**config.mk**
```make
export PLATFORM = sky130hd
export DESIGN_NAME = ycbcr_to_rgb_pipe_flat
export DESIGN_NICKNAME = d
export VERILOG_FILES = /design/src/rtl/ycc_pkg.sv /design/src/rtl/ycbcr_to_rgb_pipe_if.sv /design/src/rtl/ycc2rgb_csd_mult.sv /design/src/rtl/ycbcr_to_rgb_pipe.sv /design/src/flat_wrapper.sv
export SDC_FILE = /design/constraint.sdc
export NUM_CORES = 1
export LEC_CHECK = 0
export CORE_MARGIN = 2
export CORE_UTILIZATION = 25
export CTS_BUF_LIST = sky130_fd_sc_hd__clkbuf_16
export DETAILED_ROUTE_END_ITERATION = 16
export GPL_ROUTABILITY_DRIVEN = 0
export SKIP_CTS_REPAIR_TIMING = 1
export SYNTH_ARGS = -nofsm -noshare
export SYNTH_HDL_FRONTEND = slang
export SYNTH_SLANG_ARGS = --single-unit
```
**constraint.sdc**
```tcl
create_clock -name clk -period 12.4 [get_ports clk]
set_clock_uncertainty 0.2 [all_clocks]
set_input_delay 3.1 -clock clk [delete_from_list [all_inputs] [get_ports clk]]
set_output_delay 3.1 -clock clk [all_outputs]
set_load 0.005 [all_outputs]
```
**src/rtl/ycc_pkg.sv**
```systemverilog
// Shared constants, stage bundles and the output clamp
// for the YCbCr -> RGB inverse colour-space pipeline.
package ycc_pkg;

  localparam int SCALE = 16;
  localparam int ACC_WIDTH = 28;

  localparam int K_RCR = 91881;
  localparam int K_GCB = 22553;
  localparam int K_GCR = 46802;
  localparam int K_BCB = 116130;

  localparam logic signed [8:0] OFFSET_128 = 9'sd128;

  localparam logic signed [ACC_WIDTH-1:0] ROUND =
    ACC_WIDTH'(2 ** (SCALE - 1));

  typedef logic signed [ACC_WIDTH-1:0] acc_t;

  typedef enum logic [1:0] {
    C_RCR = 2'd0,
    C_GCB = 2'd1,
    C_GCR = 2'd2,
    C_BCB = 2'd3
  } coef_e;

  typedef struct packed {
    logic [7:0]        y;
    logic signed [8:0] dcb;
    logic signed [8:0] dcr;
    logic              last;
  } s1_t;

  typedef struct packed {
    acc_t ysh;
    acc_t p_rcr;
    acc_t p_gcb;
    acc_t p_gcr;
    acc_t p_bcb;
    logic last;
  } s2_t;

  // Rounded sum in, 8-bit channel out; drop the fraction,
  // then saturate so negative and >255 never wrap.
  function automatic logic [7:0] clamp8(input acc_t v);
    acc_t s;
    s = v >>> SCALE;
    if (s[ACC_WIDTH-1])
      return 8'd0;
    if (|s[ACC_WIDTH-2:8])
      return 8'hff;
    return s[7:0];
  endfunction

endpackage

```
**src/rtl/ycbcr_to_rgb_pipe_if.sv**
```systemverilog
// Pixel stream bundle: YCbCr in (s_*), RGB out (m_*).
// slave = converter view, master = source/sink view.
interface ycbcr_to_rgb_pipe_if;
  logic       s_valid;
  logic       s_ready;
  logic [7:0] s_y;
  logic [7:0] s_cb;
  logic [7:0] s_cr;
  logic       s_last;
  logic       m_valid;
  logic       m_ready;
  logic [7:0] m_r;
  logic [7:0] m_g;
  logic [7:0] m_b;
  logic       m_last;

  modport master (
    output s_valid, s_y, s_cb, s_cr, s_last, m_ready,
    input  s_ready, m_valid, m_r, m_g, m_b, m_last
  );

  modport slave (
    input  s_valid, s_y, s_cb, s_cr, s_last, m_ready,
    output s_ready, m_valid, m_r, m_g, m_b, m_last
  );
endinterface

```
**src/rtl/ycc2rgb_csd_mult.sv**
```systemverilog
// Multiplierless K*d: signed 9-bit d times a selected
// coefficient, as canonic-signed-digit shift-adds.
module ycc2rgb_csd_mult
  import ycc_pkg::*;
(
  input  logic signed [8:0] d,
  input  coef_e             sel,
  output acc_t              p
);

  acc_t x;
  assign x = ACC_WIDTH'(d);

  always_comb begin
    p = '0;
    unique case (sel)
      C_RCR: p = (x <<< 16) + (x <<< 15)
               - (x <<< 13) + (x <<< 11)
               - (x <<< 9)  + (x <<< 8)
               - (x <<< 5)  + (x <<< 3)
               + x;
      C_GCB: p = (x <<< 14) + (x <<< 13)
               - (x <<< 11) + (x <<< 5)
               - (x <<< 3)  + x;
      C_GCR: p = (x <<< 15) + (x <<< 14)
               - (x <<< 12) + (x <<< 11)
               - (x <<< 9)  + (x <<< 8)
               - (x <<< 6)  + (x <<< 4)
               + (x <<< 1);
      C_BCB: p = (x <<< 17) - (x <<< 14)
               + (x <<< 10) + (x <<< 9)
               - (x <<< 7)  + (x <<< 5)
               + (x <<< 1);
      default: p = '0;
    endcase
  end

endmodule

```
**src/rtl/ycbcr_to_rgb_pipe.sv**
```systemverilog
// 3-stage YCbCr -> RGB converter, one pixel per clock,
// global stall on output backpressure; ports via bus.
module ycbcr_to_rgb_pipe
  import ycc_pkg::*;
(
  input logic               clk,
  input logic               rst_n,
  ycbcr_to_rgb_pipe_if.slave bus
);

  logic adv;
  logic v1;
  logic v2;
  s1_t  s1_q;
  s2_t  s2_q;
  acc_t p_rcr;
  acc_t p_gcb;
  acc_t p_gcr;
  acc_t p_bcb;
  acc_t r_sum;
  acc_t g_sum;
  acc_t b_sum;

  // Whole pipe moves only when the output slot frees up.
  assign adv = ~bus.m_valid | bus.m_ready;
  assign bus.s_ready = adv;

  ycc2rgb_csd_mult u_rcr (
    .d(s1_q.dcr), .sel(C_RCR), .p(p_rcr)
  );
  ycc2rgb_csd_mult u_gcb (
    .d(s1_q.dcb), .sel(C_GCB), .p(p_gcb)
  );
  ycc2rgb_csd_mult u_gcr (
    .d(s1_q.dcr), .sel(C_GCR), .p(p_gcr)
  );
  ycc2rgb_csd_mult u_bcb (
    .d(s1_q.dcb), .sel(C_BCB), .p(p_bcb)
  );

  always_comb begin
    r_sum = s2_q.ysh + s2_q.p_rcr + ROUND;
    g_sum = s2_q.ysh - s2_q.p_gcb
          - s2_q.p_gcr + ROUND;
    b_sum = s2_q.ysh + s2_q.p_bcb + ROUND;
  end

  always_ff @(posedge clk or negedge rst_n) begin
    if (!rst_n) begin
      v1          <= 1'b0;
      v2          <= 1'b0;
      s1_q        <= '0;
      s2_q        <= '0;
      bus.m_valid <= 1'b0;
      bus.m_r     <= 8'd0;
      bus.m_g     <= 8'd0;
      bus.m_b     <= 8'd0;
      bus.m_last  <= 1'b0;
    end else if (adv) begin
      v1 <= bus.s_valid;
      if (bus.s_valid) begin
        s1_q.y    <= bus.s_y;
        s1_q.dcb  <= $signed({1'b0, bus.s_cb})
                     - OFFSET_128;
        s1_q.dcr  <= $signed({1'b0, bus.s_cr})
                     - OFFSET_128;
        s1_q.last <= bus.s_last;
      end
      v2 <= v1;
      if (v1) begin
        s2_q.ysh   <= ACC_WIDTH'({s1_q.y,
                                  {SCALE{1'b0}}});
        s2_q.p_rcr <= p_rcr;
        s2_q.p_gcb <= p_gcb;
        s2_q.p_gcr <= p_gcr;
        s2_q.p_bcb <= p_bcb;
        s2_q.last  <= s1_q.last;
      end
      bus.m_valid <= v2;
      if (v2) begin
        bus.m_r    <= clamp8(r_sum);
        bus.m_g    <= clamp8(g_sum);
        bus.m_b    <= clamp8(b_sum);
        bus.m_last <= s2_q.last;
      end
    end
  end

endmodule

```
**src/flat_wrapper.sv**
```systemverilog
// flat-port wrapper written by rule: the top's interface ports become plain ports
module ycbcr_to_rgb_pipe_flat import ycc_pkg::*;
  (clk, rst_n, bus_s_valid, bus_s_y, bus_s_cb, bus_s_cr, bus_s_last, bus_m_ready, bus_s_ready, bus_m_valid, bus_m_r, bus_m_g, bus_m_b, bus_m_last);
  ycbcr_to_rgb_pipe_if bus_i ();
  input logic clk;
  input logic rst_n;
  input wire logic [$bits(bus_i.s_valid)-1:0] bus_s_valid;
  input wire logic [$bits(bus_i.s_y)-1:0] bus_s_y;
  input wire logic [$bits(bus_i.s_cb)-1:0] bus_s_cb;
  input wire logic [$bits(bus_i.s_cr)-1:0] bus_s_cr;
  input wire logic [$bits(bus_i.s_last)-1:0] bus_s_last;
  input wire logic [$bits(bus_i.m_ready)-1:0] bus_m_ready;
  output wire logic [$bits(bus_i.s_ready)-1:0] bus_s_ready;
  output wire logic [$bits(bus_i.m_valid)-1:0] bus_m_valid;
  output wire logic [$bits(bus_i.m_r)-1:0] bus_m_r;
  output wire logic [$bits(bus_i.m_g)-1:0] bus_m_g;
  output wire logic [$bits(bus_i.m_b)-1:0] bus_m_b;
  output wire logic [$bits(bus_i.m_last)-1:0] bus_m_last;
  assign bus_i.s_valid = bus_s_valid;
  assign bus_i.s_y = bus_s_y;
  assign bus_i.s_cb = bus_s_cb;
  assign bus_i.s_cr = bus_s_cr;
  assign bus_i.s_last = bus_s_last;
  assign bus_i.m_ready = bus_m_ready;
  assign bus_s_ready = bus_i.s_ready;
  assign bus_m_valid = bus_i.m_valid;
  assign bus_m_r = bus_i.m_r;
  assign bus_m_g = bus_i.m_g;
  assign bus_m_b = bus_i.m_b;
  assign bus_m_last = bus_i.m_last;
  ycbcr_to_rgb_pipe u_core (.clk(clk), .rst_n(rst_n), .bus(bus_i));
endmodule
```
==> results.ini <==
[run_status]
status=completed

[job]
cap_violations=0

[global_routing]
grt_pass1_wl_mm=61.04
antenna_found_initial=1
grt_max_degree=104
grt_pass1_vias=12112
grt_util_all_layers=0.1140
overflow=0

[setup_path]
startpoint_type=input pin
critPathKind=input pin to output port
r2r-start=u_core.s1_q[4]
cp-end-kind=output port
r2r_end=u_core.s2_q[112]
crit_fanout=12
r2r.worst_path.cells=17
cpMostUsedCell=clkdlybuf4s50_1
critical_path_arrival_ns=4.53
cp_data_required_time_ns=9.10
cp_slowest_cell=clkdlybuf4s50_1
path_cells=clkdlybuf4s50_1, nand2b_1, clkdlybuf4s50_1
critical_path.max_stage_delay_ns=0.59
reg2reg_setup_slack_ns=6.32

[sta]
period_minus_slack_ns=7.827
slew_headroom=0.3152
setup_tns_ns=0
fin_ws_ns=4.573
worst_pin_slew_ns=1.027
maxSlewViolCount=0
max_freq_ghz=0.1278
rsz0062_at_grt=false
final-setup-viol-count=0
fin_crit_sh=0.6312
hold_viol=0

[clock_network]
cts_max_level=4
max-clock-path-buffers=2
clkLatencyLatePin_ns=0.45
clk_pin_slew_ns=0.07
cts_made_buffers=17
root_buffer=clkbuf_16
tritoncts=built
clkSinkCount=143

[floorplanning]
die_h_um=256.2
die_w_um=256.2
num_io_pins=56
rows=92
die_area_mm2=0.06565
coreArea_mm2=0.06297
start_util=0.2526

[routing]
ant_nets=0
vias=11593
via_per_inst=4.520
drcViolationCount=0
wl_mm=36.10
wl_per_cell_um=14.07
dr.first_iter.drc_count=571
firstDrtPassIters=6

[cells_and_area]
final_common_cell=ha_1
fin_nets=2147
fillCellCount=6539
final_cell_mix=274 x ha_1, 265 x inv_1, 147 x nand2_1, 142 x dfrtp_1, 140 x fa_1
drive_gt1_frac=0.05358
layout-area-overhead-vs-synth_pct=13.46

[logic_synthesis]
synth_cell_types=77
avgSynthCellArea_um2=9.622
ys_warn_count=0
syn_inst=1653
ys_seq_elements=143
async_flop_share=1.000
seq_area_frac_synth=0.2250
syn_area_mm2=0.01591
synth_fp_nets=2096
synth_top_flop_cell=dfrtp_1
synth_edf_count=0

[placed_design]
portBuffers=55
place_hpwl_mm=28.89
dpl_worst_slack_ns=4.553

[min_path]
hold_end=u_core.s2_q[133]
hold_path.class=flop to flop
whs_path_depth=2
min_from=u_core.s1_q[23]

## through the flow
| stage | utilization | hold WS, ns | instance area, um2 | std cells |
|---|---|---|---|---|
| 2_1_floorplan | - | 0.2331 | 15910 | 1653 |
| 4_1_cts | 0.2865 | 0.2783 | 18040 | 2563 |
| 3_3_place_gp | 0.2774 | 0.2503 | 17470 | 2531 |
| 3_5_place_dp | 0.2774 | 0.2649 | 17470 | 2531 |
| 5_1_grt | 0.2865 | 0.2957 | 18040 | 2563 |
| 6_report | 0.2866 | 0.2748 | 18050 | 2565 |
## logic make-up after synthesis
group,Yosys count,share of synthesized area
AOI/OAI and AO/OA,347,0.1478
xor gates and xnor gates,80,0.04405
adders and majority gates,414,0.3918
buffers and inverters,296,0.06985
DFF,143,0.2250
muxes,29,0.02124
and+or+nand+nor,344,0.1003
## layer usage
layer	share of wire	track usage	vias to the layer above
met1	0.48	0.1530	5654
met3	0.039	0.02432	38
met5	0	0	-
met4	0.019	0.03070	0
li1	-	-	5740
met2	0.46	0.1853	161
## cell usage after synthesis (8+ instances only)
cell / n / area share
o211ai_1: 12 / 0.0057
a31oi_1: 10 / 0.0039
dfrtp_1: 143 / 0.22
nand2_1: 148 / 0.035
a21oi_1: 62 / 0.020
a211oi_1: 14 / 0.0066
xnor2_1: 49 / 0.027
nand4_1: 8 / 0.0031
inv_1: 265 / 0.063
nand2b_1: 9 / 0.0035
nor2b_1: 10 / 0.0039
o21bai_1: 11 / 0.0052
fa_1: 140 / 0.18
nor2_1: 62 / 0.015
ha_1: 274 / 0.22
nand3_1: 29 / 0.0091
o31ai_1: 10 / 0.0047
or3_1: 9 / 0.0035
o21ai_0: 90 / 0.028
nor3_1: 28 / 0.0088
o21ai_1: 23 / 0.0072
and3_1: 12 / 0.0047
xor2_1: 31 / 0.017
a221o_1: 27 / 0.017
clkbuf_1: 29 / 0.0068
o21a_1: 15 / 0.0071
a21o_1: 19 / 0.0090
or2_2: 8 / 0.0031
mux2_2: 25 / 0.018
## worst max-delay path: cells and delay by family
family	cells	cell delay, ns
simple gates	1	0.38
buf+inv	2	1.04
## state kept, by name (all words and copies together), names as in the netlist
name                flops
u_core.s2_q            90
u_core.s1_q            25
u_core.bus.m_b          8
u_core.bus.m_g          8
u_core.bus.m_r          8
u_core.bus.m_last       1
u_core.bus.m_valid      1
u_core.v1               1
u_core.v2               1
## how the worst max path moves through the flow
stage                           start          end  slack [ns]  cells past startpoint
final                     bus_m_ready  bus_s_ready        4.57                      3
after detailed placement  bus_m_ready  bus_s_ready        4.55                      3
after global placement    bus_m_ready  bus_s_ready        4.57                      3
after floorplan           bus_m_ready  bus_s_ready        5.63                      2
after CTS                 bus_m_ready  bus_s_ready        4.56                      3
after global routing      bus_m_ready  bus_s_ready        4.48                      3
## layout make-up
class                   count  area (um2)  area share
diodes                      2       5.005   0.0002773
clock buffers              17       425.4     0.02357
clock inverters            15       150.1    0.008320
inverters                 266       998.5     0.05533
multi-input cells        1214       11220      0.6220
flip-flops and latches    143        3580      0.1984
well taps                 846        1059     0.05866
repair buffers             62       604.3     0.03349
Power is left out: the tool's default activity adds up to more than one toggle a clock period on the data nets, which glitch-free logic cannot reach.
